### src/rtl/mips_pkg.sv
// Shared MIPS front-end types, boot/exception vectors and the alignment helper.
package mips_pkg;

  localparam int unsigned XLEN = 32;

  typedef logic [XLEN-1:0] word_t;
  typedef logic [XLEN-1:0] addr_t;

  localparam addr_t       RESET_VEC_DEF = 32'hBFC0_0000;
  localparam addr_t       EXC_VEC_DEF   = 32'h8000_0180;
  localparam word_t       INST_NOP      = 32'h0000_0000;
  localparam int unsigned PC_STEP_DEF   = 4;

  // True when a byte address is not on a word boundary.
  function automatic logic is_misaligned(input addr_t a);
    return a[1:0] != 2'b00;
  endfunction

endpackage

### src/rtl/fetch_pc_gen.sv
// Next-PC generation: holds pc_q and selects exception, redirect, increment or hold.
// With FETCH_ALIGN_CHECK_EN undefined, redirect targets are forced to word alignment.
module fetch_pc_gen
  import mips_pkg::*;
#(
  parameter addr_t       RESET_VEC = RESET_VEC_DEF,
  parameter addr_t       EXC_VEC   = EXC_VEC_DEF,
  parameter int unsigned PC_STEP   = PC_STEP_DEF
) (
  input  logic  clk,
  input  logic  rst,
  input  logic  exc_valid,
  input  logic  redirect_valid,
  input  addr_t redirect_pc,
  input  logic  advance,
  output addr_t pc_q
);

  addr_t target;

`ifdef FETCH_ALIGN_CHECK_EN
  // Keep the raw target so a misaligned fetch reaches decode and is flagged there.
  assign target = redirect_pc;
`else
  assign target = redirect_pc & ~addr_t'(3);
`endif

  always_ff @(posedge clk or posedge rst) begin
    if (rst) begin
      pc_q <= RESET_VEC;
    end else if (exc_valid) begin
      pc_q <= EXC_VEC;
    end else if (redirect_valid) begin
      pc_q <= target;
    end else if (advance) begin
      pc_q <= pc_q + XLEN'(PC_STEP);
    end
  end

endmodule

### src/rtl/fetch_unit.sv
// Instruction-fetch stage: drives im_addr, pairs im_data with its PC, presents to decode.
// Optional misaligned-PC flagging is enabled by defining FETCH_ALIGN_CHECK_EN.
module fetch_unit
  import mips_pkg::*;
#(
  parameter addr_t       RESET_VEC = RESET_VEC_DEF,
  parameter addr_t       EXC_VEC   = EXC_VEC_DEF,
  parameter int unsigned PC_STEP   = PC_STEP_DEF
) (
  input  logic        clk,
  input  logic        rst,
  output logic [31:0] im_addr,
  input  logic [31:0] im_data,
  input  logic        redirect_valid,
  input  logic [31:0] redirect_pc,
  input  logic        exc_valid,
  output logic        out_valid,
  input  logic        out_ready,
  output logic [31:0] out_pc,
  output logic [31:0] out_inst,
  output logic        addr_err
);

  addr_t pc_q;
  addr_t fq_pc_q;
  logic  fq_v_q;
  logic  advance;
  logic  stall;

  assign advance = !out_valid || out_ready;
  assign stall   = !advance && !exc_valid && !redirect_valid;

  // Re-read the in-flight address while stalled so im_data keeps matching fq_pc_q.
  assign im_addr = stall ? fq_pc_q : pc_q;

  fetch_pc_gen #(
    .RESET_VEC (RESET_VEC),
    .EXC_VEC   (EXC_VEC),
    .PC_STEP   (PC_STEP)
  ) u_pc_gen (
    .clk            (clk),
    .rst            (rst),
    .exc_valid      (exc_valid),
    .redirect_valid (redirect_valid),
    .redirect_pc    (redirect_pc),
    .advance        (advance),
    .pc_q           (pc_q)
  );

  always_ff @(posedge clk or posedge rst) begin
    if (rst) begin
      fq_pc_q   <= RESET_VEC;
      fq_v_q    <= 1'b0;
      out_valid <= 1'b0;
      out_pc    <= '0;
      out_inst  <= '0;
    end else if (exc_valid || redirect_valid) begin
      fq_v_q    <= 1'b0;
      out_valid <= 1'b0;
    end else if (advance) begin
      out_valid <= fq_v_q;
      out_pc    <= fq_pc_q;
`ifdef FETCH_ALIGN_CHECK_EN
      out_inst  <= is_misaligned(fq_pc_q) ? INST_NOP : im_data;
`else
      out_inst  <= im_data;
`endif
      fq_pc_q   <= pc_q;
      fq_v_q    <= 1'b1;
    end
  end

`ifdef FETCH_ALIGN_CHECK_EN
  always_ff @(posedge clk or posedge rst) begin
    if (rst) begin
      addr_err <= 1'b0;
    end else if (!exc_valid && !redirect_valid && advance) begin
      addr_err <= is_misaligned(fq_pc_q);
    end
  end
`else
  assign addr_err = 1'b0;
`endif

endmodule

### config.mk
export PLATFORM = sky130hd
export DESIGN_NAME = fetch_unit
export DESIGN_NICKNAME = d
export VERILOG_FILES = /design/src/rtl/mips_pkg.sv /design/src/rtl/fetch_pc_gen.sv /design/src/rtl/fetch_unit.sv
export SDC_FILE = /design/constraint.sdc
export NUM_CORES = 1
export LEC_CHECK = 0
export CELL_PAD_IN_SITES_DETAIL_PLACEMENT = 2
export CELL_PAD_IN_SITES_GLOBAL_PLACEMENT = 2
export CORE_MARGIN = 3
export CORE_UTILIZATION = 33
export CTS_BUF_LIST = sky130_fd_sc_hd__clkbuf_8
export DETAILED_ROUTE_END_ITERATION = 10
export GPL_TIMING_DRIVEN = 0
export HOLD_SLACK_MARGIN = 0.15
export PLACE_DENSITY = 0.91
export SLEW_MARGIN = 20
export SYNTH_ARGS = -nofsm -noshare
export SYNTH_HDL_FRONTEND = slang
export SYNTH_HIERARCHICAL = 1
export SYNTH_SLANG_ARGS = --single-unit
### constraint.sdc
create_clock -name clk -period 4.4 [get_ports clk]
set_clock_uncertainty 0.2 [all_clocks]
set_input_delay 1.32 -clock clk [delete_from_list [all_inputs] [get_ports clk]]
set_output_delay 1.32 -clock clk [all_outputs]
set_load 0.01 [all_outputs]
==> impl_metrics.py, run 1 <==
metrics = {
    "sta": {
        "slew_headroom_pct": 52.7,
        "maxClockFrequency_ghz": 0.230,
        "grt_setup_unrepaired": "true",
        "final_hold_viol_count": 0,
        "final_max_slew_viol_count": 0,
        "timing.final.crit_share_pct": 98.7,
        "totalNegativeSetupSlack_ns": 0,
        "setup_viol": 0,
        "fin_crit_ns": 4.34,
        "fin_hold_ws_ns": 0.297,
        "max_slew.worst_pin.slew_ns": 0.708,
    },
    "placement": {
        "place.detailed.hpwl_mm": 13.8,
        "routabilityCongestion": 0.778,
        "detailed_place.area_um2": 8100,
        "placedCellCount": 861,
        "io_buffer_count": 163,
    },
    "synth": {
        "synth.top_cell.area_share_pct": 44.8,
        "synth.avg_cell_area_um2": 13.2,
        "synth-async-reset-ratio_pct": 100,
        "ys_ff_latch": 128,
        "synthFlopType": "sky130_fd_sc_hd__dfrtp_1",
        "yosysTopAreaCell": "sky130_fd_sc_hd__dfrtp_1",
        "netlist_instances": 467,
        "synth_sequential_area_ratio_pct": 52.5,
        "syn_area_um2": 6140,
        "synth_area_leaders": "sky130_fd_sc_hd__dfrtp_1, sky130_fd_sc_hd__mux2_2, sky130_fd_sc_hd__mux2_4, sky130_fd_sc_hd__dfstp_2, sky130_fd_sc_hd__o31ai_1",
        "synth-warning-count": 6,
        "synthDistinctLibCells": 46,
        "synth_edf_count": 0,
    },
    "floorplanning": {
        "rows": 49,
        "design.die.area_um2": 20300,
        "boundaryPins": 167,
        "initial_utilization_pct": 33.8,
        "die_w_um": 142,
        "coreArea_um2": 18100,
        "die_y_um": 142,
    },
    "global_routing": {
        "grt.overflow.total": 0,
        "grt_antenna_before_repair": 0,
        "grt_first_pass_wirelength_mm": 32.0,
        "grt_max_degree": 64,
        "grt_pass1_vias": 5392,
        "grt_use_total_pct": 20.3,
    },
    "flow_run": {
        "cap_viol_max_count": 0,
    },
    "setup_path": {
        "critical_path_class": "input port to primary output",
        "worst_setup_path_start_kind": "input port",
        "endpoint_kind": "primary output",
        "worst-endpoint-arrival_ns": 2.82,
        "timing.critical_path.required_ns": 2.88,
        "critical_path_peak_fanout": 5,
    },
    "power": {
        "p_leak_nw": 3.74,
        "power_density_cells_nw_per_um2": 390,
        "seqPwrFrac_pct": 43.9,
        "power.share.combinational_pct": 22.2,
        "p_int_w": 0.00245,
        "clk_pwr_share_pct": 33.9,
        "switching_power_total_w": 0.000942,
        "netSwitchingFraction_pct": 27.8,
        "ir_worst_vdd_uv": 173,
        "post-layout-total-power_w": 0.00339,
    },
    "clock_tree": {
        "cts_max_path_buffers": 2,
        "clkLatencyLatePin_ns": 0.45,
        "cts_root_buf": "sky130_fd_sc_hd__clkbuf_8",
        "cts_hold_buffers": 0,
        "htreeDepth": 4,
        "worst_setup_hold_path_clk_slew_ns": 0.07,
        "tritoncts.num_buffers": 17,
        "tritoncts": "done",
        "cts_sinks": 128,
    },
    "layout": {
        "final_cell_area_um2": 8690,
        "post_route_cells_drive_above_1_share_pct": 33.9,
        "finish.net_count": 732,
        "final-instance-count-excl-fill": 904,
        "layout-area-overhead-vs-synth_pct": 41.6,
        "antenna_cells_inserted": 0,
    },
    "detailed_routing": {
        "initialDrtViolationCount": 161,
        "detail-route-antenna-nets": 0,
        "wl_per_instance_um": 22.3,
        "drt-total-wl_mm": 20.2,
        "firstDrtPassIters": 4,
        "vias_per_instance": 5.18,
        "vias": 4682,
        "drc": 0,
    },
    "outcome": {
        "run_status": "finished clean",
    },
    "min_path": {
        "hold_class": "flop to flop",
    },
}
power groups by stage:
stage	clock network, W	logic, W	registers (W)
floorplan	0	0.000306	0.00152
global placement	0	0.000733	0.00149
detailed placement	0	0.000760	0.00151
CTS	0.00119	0.000762	0.00149
global route	0.00125	0.000803	0.00152
finish	0.00115	0.000752	0.00149
kinds of logic after synthesis:
group | Yosys count | share of synthesized area [%]
multiplexers | 129 | 26.1
flip-flops | 128 | 52.5
AND/OR/NAND/NOR | 101 | 9.35
AO/OA/AOI/OAI | 51 | 6.34
buffers and inverters | 44 | 3.83
XOR/XNOR | 11 | 1.57
other | 2 | 0.122
adder cells (fa/ha/maj) | 1 | 0.204
sequential cells by signal (all words and copies together), names as in the netlist:
name / count
out_valid: 1
out_inst: 32
fq_v_q: 1
out_pc: 32
u_pc_gen/pc_q: 30
fq_pc_q: 32
cell usage after synthesis (6+ instances only):
library cell	n
sky130_fd_sc_hd__dfrtp_1	110
sky130_fd_sc_hd__mux2_2	86
sky130_fd_sc_hd__mux2_4	40
sky130_fd_sc_hd__nor2_1	24
sky130_fd_sc_hd__dfstp_2	18
sky130_fd_sc_hd__nand2_1	17
sky130_fd_sc_hd__clkbuf_1	15
sky130_fd_sc_hd__o31ai_1	14
sky130_fd_sc_hd__or4_1	13
sky130_fd_sc_hd__a311oi_1	12
sky130_fd_sc_hd__inv_1	10
sky130_fd_sc_hd__nand3_1	9
sky130_fd_sc_hd__nand4_1	9
sky130_fd_sc_hd__buf_2	8
sky130_fd_sc_hd__xnor2_1	8
sky130_fd_sc_hd__nor4_1	7
sky130_fd_sc_hd__buf_4	6
repair_timing:
action	CTS	global route
gates cloned	2	0
pin swaps	1	1
gates resized for setup	86	12
setup endpoints to repair	32	23
buffers inserted	8	1
endpoints found under the hold margin	0	0
worst paths after layout:
path,from,to,slack (ns),depth (start not counted)
worst max-delay path,out_ready,im_addr[5],0.06,8
worst min-delay path,fq_v_q$_DFFE_PP0P_,fq_v_q$_DFFE_PP0P_,0.30,1
worst max register to register,out_valid$_DFFE_PP0P_,u_pc_gen/pc_q[27]$_DFFE_PP1P_,1.40,9
worst min register to register,fq_v_q$_DFFE_PP0P_,fq_v_q$_DFFE_PP0P_,0.30,1
max in group asynchronous,rst,fq_pc_q[23]$_DFFE_PP1P_,2.20,3
min in group asynchronous,rst,out_pc[6]$_DFFE_PP0P_,1.10,2
per-stage QoR:
| step | setup WS [ns] | util (%) |
|---|---|---|
| final | 0.0588 | 47.9 |
| after global routing | -0.0183 | 47.9 |
| after CTS | -0.0154 | 47.9 |
| after detailed placement | -0.732 | 44.6 |
| after global placement | -1.22 | 44.4 |
| after floorplan | 0.333 | - |
layer usage:
layer	vias up	share of wire, %	global-route usage (%)
met5	-	0	0
met3	22	4.4	4.81
met1	2418	43	25.2
li1	2101	-	-
met4	0	1.5	6.25
met2	141	51	35.3
worst max-delay path, stage by stage:
cell and delay, ns:
sky130_fd_sc_hd__dlygate4sd2_1 0.23, sky130_fd_sc_hd__nand2b_4 0.15, sky130_fd_sc_hd__nor3_4 0.15, sky130_fd_sc_hd__buf_6 0.18
sky130_fd_sc_hd__buf_12 0.11, sky130_fd_sc_hd__buf_16 0.11, sky130_fd_sc_hd__mux2_1 0.31, sky130_fd_sc_hd__clkdlybuf4s15_1 0.25
cell usage in the layout, fill, tap and decap left out, types with 7 or more instances in the layout:
master                              n
sky130_fd_sc_hd__dfrtp_1          110
sky130_fd_sc_hd__nand3_1            9
sky130_fd_sc_hd__buf_4              7
sky130_fd_sc_hd__clkdlybuf4s50_1  128
sky130_fd_sc_hd__nand4_1            9
sky130_fd_sc_hd__inv_1              8
sky130_fd_sc_hd__o31ai_1           14
sky130_fd_sc_hd__dlygate4sd2_1     19
sky130_fd_sc_hd__nor4_1             7
sky130_fd_sc_hd__buf_2             11
sky130_fd_sc_hd__a311oi_1          12
sky130_fd_sc_hd__mux2_4            46
sky130_fd_sc_hd__mux2_2            80
sky130_fd_sc_hd__xnor2_1            8
sky130_fd_sc_hd__nor2_1            24
sky130_fd_sc_hd__nand2_1           17
sky130_fd_sc_hd__clkbuf_8          17
sky130_fd_sc_hd__buf_6             14
sky130_fd_sc_hd__or4_1             13
sky130_fd_sc_hd__dfstp_2           18
sky130_fd_sc_hd__clkbuf_1          15
final cells by class:
class / instances / area, um2
Clock inverter: 15 / 206
Sequential cell: 128 / 3230
Inverter: 10 / 42.5
Timing Repair Buffer: 175 / 1770
Buffer: 34 / 221
Tap cell: 229 / 287
Multi-Input combinational cell: 296 / 2710
Fill cell: 1770 / 9450
Clock buffer: 17 / 234
No activity file was read; power rests on OpenSTA's default activity.
==> run 2: changes to the inputs <==
CORE_UTILIZATION = 32   (was 33)
PLACE_DENSITY = unset   (was 0.91)
PLACE_DENSITY_LB_ADDON = 0.1   (was unset)
SLEW_MARGIN = unset   (was 20)
SYNTH_HIERARCHICAL = unset   (was 1)
==> run 2 against run 1 <==
Compared with the run above: hold slack improved by 0.0012 ns; via count increased by 3.1%; final cell count up 2.2%; combinational power decreased by 10%; first-iteration DRC count up 56%; global-route usage is 0.75 points lower; flip-flop and latch count is 4 lower; clock power down 12%; count of clock-buffer cells in the layout grew 1; power decreased by 8.5%; register-to-register slack better by 0.24 ns; critical endpoint is now im_addr[18].
==> impl_metrics.py, run 2 <==
metrics = {
    "global_routing": {
        "grt_use_total_pct": 19.6,
        "grt_antenna_before_repair": 0,
        "grt_first_pass_wirelength_mm": 30.8,
        "grt.overflow.total": 0,
        "grt_max_degree": 41,
        "grt_most_used_layer": "met2",
        "gr-usage-met2_pct": 33.7,
        "grt_pass1_vias": 5438,
        "grtUsageMet1_pct": 24.7,
        "gr-usage-met3_pct": 4.40,
    },
    "floorplanning": {
        "boundaryPins": 167,
        "die_y_um": 143,
        "die_w_um": 143,
        "design.die.area_um2": 20300,
        "rows": 49,
        "initial_utilization_pct": 32.9,
        "coreArea_um2": 18100,
    },
    "setup_path": {
        "worst_setup_path_start_kind": "input port",
        "timing.critical_path.required_ns": 2.88,
        "worst-endpoint-arrival_ns": 2.80,
        "critical_path_class": "input port to primary output",
        "endpoint_kind": "primary output",
        "critical_path_peak_fanout": 10,
    },
    "sta": {
        "slew_headroom_pct": 34.1,
        "fin_hold_ws_ns": 0.298,
        "setup_viol": 0,
        "fin_crit_ns": 4.32,
        "final_max_slew_viol_count": 0,
        "post-route-worst-setup-slack_ns": 0.0761,
        "timing.final.crit_share_pct": 98.3,
        "grt_setup_unrepaired": "false",
        "final_hold_viol_count": 0,
        "max_slew.worst_pin.slew_ns": 0.978,
        "maxClockFrequency_ghz": 0.231,
    },
    "layout": {
        "final_common_cell": "sky130_fd_sc_hd__clkdlybuf4s50_1",
        "top_register": "out_inst",
        "finish.net_count": 752,
        "layout.core_utilization_pct": 46.1,
        "post_route_cells_drive_above_1_share_pct": 30.2,
        "flip_flop_count_of_the_largest_register_all_copies_and_words_added": 32,
        "antenna_cells_inserted": 0,
        "layout.cells.most_common_list": "sky130_fd_sc_hd__clkdlybuf4s50_1, sky130_fd_sc_hd__mux2_2, sky130_fd_sc_hd__dfrtp_1",
        "layout-area-overhead-vs-synth_pct": 40.4,
    },
    "synth": {
        "yosys.cell_count.top_type": "sky130_fd_sc_hd__mux2_2",
        "synth.top_cell.area_share_pct": 44.5,
        "synth.top_cells.by_count": "sky130_fd_sc_hd__mux2_2, sky130_fd_sc_hd__dfrtp_1, sky130_fd_sc_hd__nand2_1",
        "synthDistinctLibCells": 53,
        "synthFlopType": "sky130_fd_sc_hd__dfrtp_1",
        "synth.avg_cell_area_um2": 12.1,
        "syn_area_um2": 5960,
        "netlist_instances": 494,
        "synth-warning-count": 0,
        "synth-async-reset-ratio_pct": 100,
        "synth_sequential_area_ratio_pct": 52.4,
        "ys_ff_latch": 124,
        "yosysTopAreaCell": "sky130_fd_sc_hd__dfrtp_1",
        "synth_edf_count": 0,
        "synth_area_leaders": "sky130_fd_sc_hd__dfrtp_1, sky130_fd_sc_hd__mux2_2, sky130_fd_sc_hd__dfstp_2, sky130_fd_sc_hd__nand2_1, sky130_fd_sc_hd__nand4_1",
    },
    "detailed_routing": {
        "firstDrtPassIters": 4,
        "vias_per_instance": 5.23,
        "initialDrtViolationCount": 251,
        "wl_per_instance_um": 21.2,
        "drt-total-wl_mm": 19.6,
        "detail-route-antenna-nets": 0,
        "drc": 0,
        "vias": 4829,
    },
    "clock_tree": {
        "htreeDepth": 4,
        "tritoncts.num_buffers": 17,
        "cts_hold_buffers": 0,
        "cts_root_buf": "sky130_fd_sc_hd__clkbuf_8",
        "tritoncts": "done",
        "cts_max_path_buffers": 2,
        "clkLatencyLatePin_ns": 0.45,
        "worst_setup_hold_path_clk_slew_ns": 0.07,
        "cts_sinks": 124,
    },
    "power": {
        "power_density_cells_nw_per_um2": 371,
        "p_leak_nw": 3.46,
        "ir_worst_vdd_uv": 162,
    },
    "min_path": {
        "hold_class": "flop to flop",
    },
    "placement": {
        "routabilityCongestion": 0.843,
        "place.detailed.hpwl_mm": 14.4,
        "pre_cts_ws_ns": -1.42,
        "io_buffer_count": 157,
    },
    "flow_run": {
        "cap_viol_max_count": 0,
    },
    "outcome": {
        "run_status": "finished clean",
    },
}
[run 2: cell types whose count changed after synthesis, sizes merged, moves of 5 or more]
cell	previous run	this run
o31ai	14	5
and3	0	6
clkbuf	15	21
nand2	18	31
inv	10	5
o21ai	5	13
nand4	10	17
mux2	128	118
o311ai	0	5
[run 2: layout make-up]
class | instances | area [um2]
Buffer | 39 | 270
Clock buffer | 18 | 248
Sequential cell | 124 | 3130
Clock inverter | 14 | 144
Fill cell | 1871 | 9780
Multi-Input combinational cell | 328 | 2630
Timing Repair Buffer | 166 | 1640
Tap cell | 229 | 287
Inverter | 6 | 26.3
[run 2: power breakdown]
group / switching, W / internal [W]
clock: 0.000493 / 0.000518
combinational: 0.000274 / 0.000402
sequential: 0.000107 / 0.00131
[run 2: path summary, 6_finish.rpt]
path / from / to / slack, ns / cells past startpoint
max: out_ready / im_addr[18] / 0.08 / 7
min: fq_v_q$_DFFE_PP0P_ / fq_v_q$_DFFE_PP0P_ / 0.30 / 1
max reg2reg: u_pc_gen.pc_q[3]$_DFFE_PP0P_ / u_pc_gen.pc_q[16]$_DFFE_PP0P_ / 1.64 / 6
min reg2reg: fq_v_q$_DFFE_PP0P_ / fq_v_q$_DFFE_PP0P_ / 0.30 / 1
max in group asynchronous: rst / u_pc_gen.pc_q[23]$_DFFE_PP1P_ / 2.48 / 3
min in group asynchronous: rst / out_pc[24]$_DFFE_PP0P_ / 0.96 / 2
[run 2: metrics by stage]
stage	setup TNS, ns	cell area (um2)	cells	total power [W]
2_1_floorplan	0	5980	498	0.00172
6_report	0	8370	924	0.00310
3_3_place_gp	-36.74	7840	884	0.00210
3_5_place_dp	-38.64	7900	887	0.00214
5_1_grt	0	8370	924	0.00327
4_1_cts	0	8360	923	0.00316
[run 2: cells by family after synthesis]
group                      share of synthesized area, %
xor gates and xnor gates                           1.32
other                                            0.0629
adders and majority gates                         0.210
muxes                                              22.3
and+or+nand+nor                                    12.7
buffers and inverters                              4.07
DFF                                                52.4
AOI/OAI and AO/OA                                  6.95
[run 2: timing repair]
action,4_1_cts,5_1_grt
endpoints found under the hold margin,0,0
resized for setup,47,2
buffers inserted,4,1
gates cloned,1,0
endpoints found under the setup margin,30,28
pin swaps,1,1
[run 2: routing by layer]
metal | share of wire [%] | vias to the layer above
met5 | 0 | -
met4 | 1.4 | 0
met3 | 4.4 | 21
met2 | 50 | 127
met1 | 44 | 2492
li1 | - | 2189
[run 2: critical path, cell delays in order]
cell and delay (ns):
sky130_fd_sc_hd__dlygate4sd2_1 0.26, sky130_fd_sc_hd__nand2b_4 0.16, sky130_fd_sc_hd__nor3_4 0.13, sky130_fd_sc_hd__buf_4 0.15, sky130_fd_sc_hd__clkbuf_16 0.15, sky130_fd_sc_hd__mux2_2 0.34
sky130_fd_sc_hd__dlygate4sd2_1 0.28
==> run 3: changes to the inputs <==
SLEW_MARGIN = 20   (was unset)
==> run 3 against run 2 <==
Compared with the run above: core utilization grew 0.72 points; design area grew 1.6%; global-route usage grew 0.87 points; combinational power grew 2%; largest cell class unchanged; largest power group unchanged; highest routed layer unchanged.
==> impl_metrics.py, run 3 (synthesis results as in run 2) <==
metrics = {
    "clock_tree": {
        "tritoncts.num_buffers": 17,
        "cts_hold_buffers": 0,
        "worst_setup_hold_path_clk_slew_ns": 0.07,
        "htreeDepth": 4,
        "cts_root_buf": "sky130_fd_sc_hd__clkbuf_8",
        "cts_sinks": 124,
        "clkLatencyLatePin_ns": 0.46,
        "cts_max_path_buffers": 2,
        "tritoncts": "done",
    },
    "placement": {
        "io_buffer_count": 157,
        "routabilityCongestion": 0.843,
        "place.detailed.hpwl_mm": 14.7,
    },
    "outcome": {
        "run_status": "finished clean",
    },
    "layout": {
        "layout-area-overhead-vs-synth_pct": 42.6,
        "post_route_cells_drive_above_1_share_pct": 30.3,
        "layout.cells.most_common_list": "sky130_fd_sc_hd__clkdlybuf4s50_1, sky130_fd_sc_hd__mux2_2, sky130_fd_sc_hd__dfrtp_1",
        "flip_flop_count_of_the_largest_register_all_copies_and_words_added": 32,
        "finish.net_count": 754,
        "fillers": 1833,
        "layout.core_utilization_pct": 46.8,
        "final_common_cell": "sky130_fd_sc_hd__clkdlybuf4s50_1",
        "top_register": "out_inst",
        "antenna_cells_inserted": 0,
    },
    "setup_path": {
        "path_delay_family": "buffers and inverters",
        "critical_path_peak_fanout": 5,
        "cp_num_buf_inv": 4,
        "logic_depth_of_the_worst_register_to_register_path": 6,
        "timing.critical_path.required_ns": 2.88,
        "timing.critical_path.depth": 7,
        "critical_path.slowest_cell": "sky130_fd_sc_hd__mux2_2",
        "endpoint_kind": "primary output",
        "worst_setup_path_start_kind": "input port",
        "worst-endpoint-arrival_ns": 2.81,
        "critical_path_class": "input port to primary output",
        "worst_path_largest_cell_delay_ns": 0.34,
        "crit_path_cell_trace": "dlygate4sd2_1 > nand2b_4 > nor3_4 > buf_6 > clkbuf_8 > mux2_2 > clkdlybuf4s15_1",
    },
    "floorplanning": {
        "die_y_um": 143,
        "design.die.area_um2": 20300,
        "coreArea_um2": 18100,
        "initial_utilization_pct": 32.9,
        "boundaryPins": 167,
        "die_w_um": 143,
        "rows": 49,
    },
    "sta": {
        "maxClockFrequency_ghz": 0.231,
        "timing.final.crit_share_pct": 98.4,
        "max_slew.worst_pin.slew_ns": 0.899,
        "fin_crit_ns": 4.33,
        "totalNegativeSetupSlack_ns": 0,
        "setup_viol": 0,
        "final_max_slew_viol_count": 0,
        "grt_setup_unrepaired": "false",
        "final_hold_viol_count": 0,
        "slew_headroom_pct": 39.5,
    },
    "flow_run": {
        "cap_viol_max_count": 0,
    },
    "detailed_routing": {
        "drt-total-wl_mm": 20.3,
        "vias_per_instance": 5.26,
        "vias": 4871,
        "firstDrtPassIters": 4,
        "wl_per_instance_um": 21.9,
        "drc": 0,
        "initialDrtViolationCount": 205,
        "detail-route-antenna-nets": 0,
    },
    "global_routing": {
        "grt_first_pass_wirelength_mm": 31.9,
        "grt_antenna_before_repair": 0,
        "grt_max_degree": 29,
        "grt.overflow.total": 0,
        "grt_pass1_vias": 5528,
        "grt_use_total_pct": 20.4,
    },
    "power": {
        "power_density_cells_nw_per_um2": 381,
        "ir_worst_vdd_uv": 174,
        "p_leak_nw": 3.47,
    },
    "min_path": {
        "hold_class": "flop to flop",
        "hold-path-cell-count": 1,
    },
}
[run 3: cell count changes in the layout (fill, tap and decap cells not counted)]
cell | previous run | this run
sky130_fd_sc_hd__buf_4 | 11 | 10
sky130_fd_sc_hd__dlygate4sd2_1 | 31 | 13
sky130_fd_sc_hd__clkdlybuf4s15_1 | 0 | 18
sky130_fd_sc_hd__buf_6 | 6 | 7
sky130_fd_sc_hd__bufinv_16 | 2 | 4
sky130_fd_sc_hd__buf_16 | 0 | 2
sky130_fd_sc_hd__inv_1 | 4 | 5
sky130_fd_sc_hd__clkinv_2 | 5 | 2
[run 3: per-layer routing]
metal  vias up  track usage [%]  part of all wire [%]
met5         -                0                     0
met4         0             6.15                   1.4
met3        21             4.03                   4.3
met2       131             35.6                    51
met1      2519             25.7                    43
li1       2200                -                     -
[run 3: cell type report]
type                    instances  area (um2)  share of cell area [%]
clock inverters                14         193                    2.27
well taps                     229         287                    3.37
clock buffers                  18         248                    2.91
inverters                       6        26.3                   0.309
multi-input cells             328        2630                    30.9
flip-flops and latches        124        3130                    36.8
repair buffers                168        1720                    20.3
plain buffers                  39         270                    3.18
[run 3: final timing paths]
check	start	endpoint	slack, ns
max	out_ready	im_addr[27]	0.07
min	fq_v_q$_DFFE_PP0P_	fq_v_q$_DFFE_PP0P_	0.30
max reg2reg	u_pc_gen.pc_q[2]$_DFFE_PP0P_	u_pc_gen.pc_q[16]$_DFFE_PP0P_	1.57
min reg2reg	fq_v_q$_DFFE_PP0P_	fq_v_q$_DFFE_PP0P_	0.30
max in group asynchronous	rst	out_pc[6]$_DFFE_PP0P_	2.14
min in group asynchronous	rst	out_inst[20]$_DFFE_PP0P_	0.99
[run 3: power by group]
part / internal [W] / leakage (nW) / switching (W)
Combinational: 0.000410 / 1.74 / 0.000278
Sequential: 0.00131 / 1.51 / 0.000108
Clock: 0.000634 / 0.221 / 0.000502
[run 3: worst reg2reg max path: stages (launching register included)]
cell                       delay (ns)
sky130_fd_sc_hd__dfrtp_1         0.48
sky130_fd_sc_hd__ha_1            0.24
sky130_fd_sc_hd__nand3_1         0.30
sky130_fd_sc_hd__or4_4           0.61
sky130_fd_sc_hd__buf_6           0.17
sky130_fd_sc_hd__or4_1           0.47
sky130_fd_sc_hd__a311oi_1        0.27
[run 3: repair_timing]
| item | in CTS | in global routing |
|---|---|---|
| pin swaps | 1 | 1 |
| endpoints found under the hold margin | 0 | 0 |
| gates resized for setup | 55 | 13 |
| gates cloned | 1 | 0 |
| buffers inserted | 5 | 0 |
| setup endpoints to repair | 30 | 30 |
[run 3: per-stage QoR]
step	hold slack [ns]	std cells	instance area (um2)	power, W	worst slack (ns)
after floorplan	0.265	498	5980	0.00172	0.119
after global placement	0.276	884	7840	0.00210	-1.35
after detailed placement	0.287	889	7960	0.00214	-1.39
after CTS	0.302	926	8490	0.00329	0.0282
after global routing	0.320	926	8500	0.00341	0.00237
final	0.298	926	8500	0.00324	0.0706
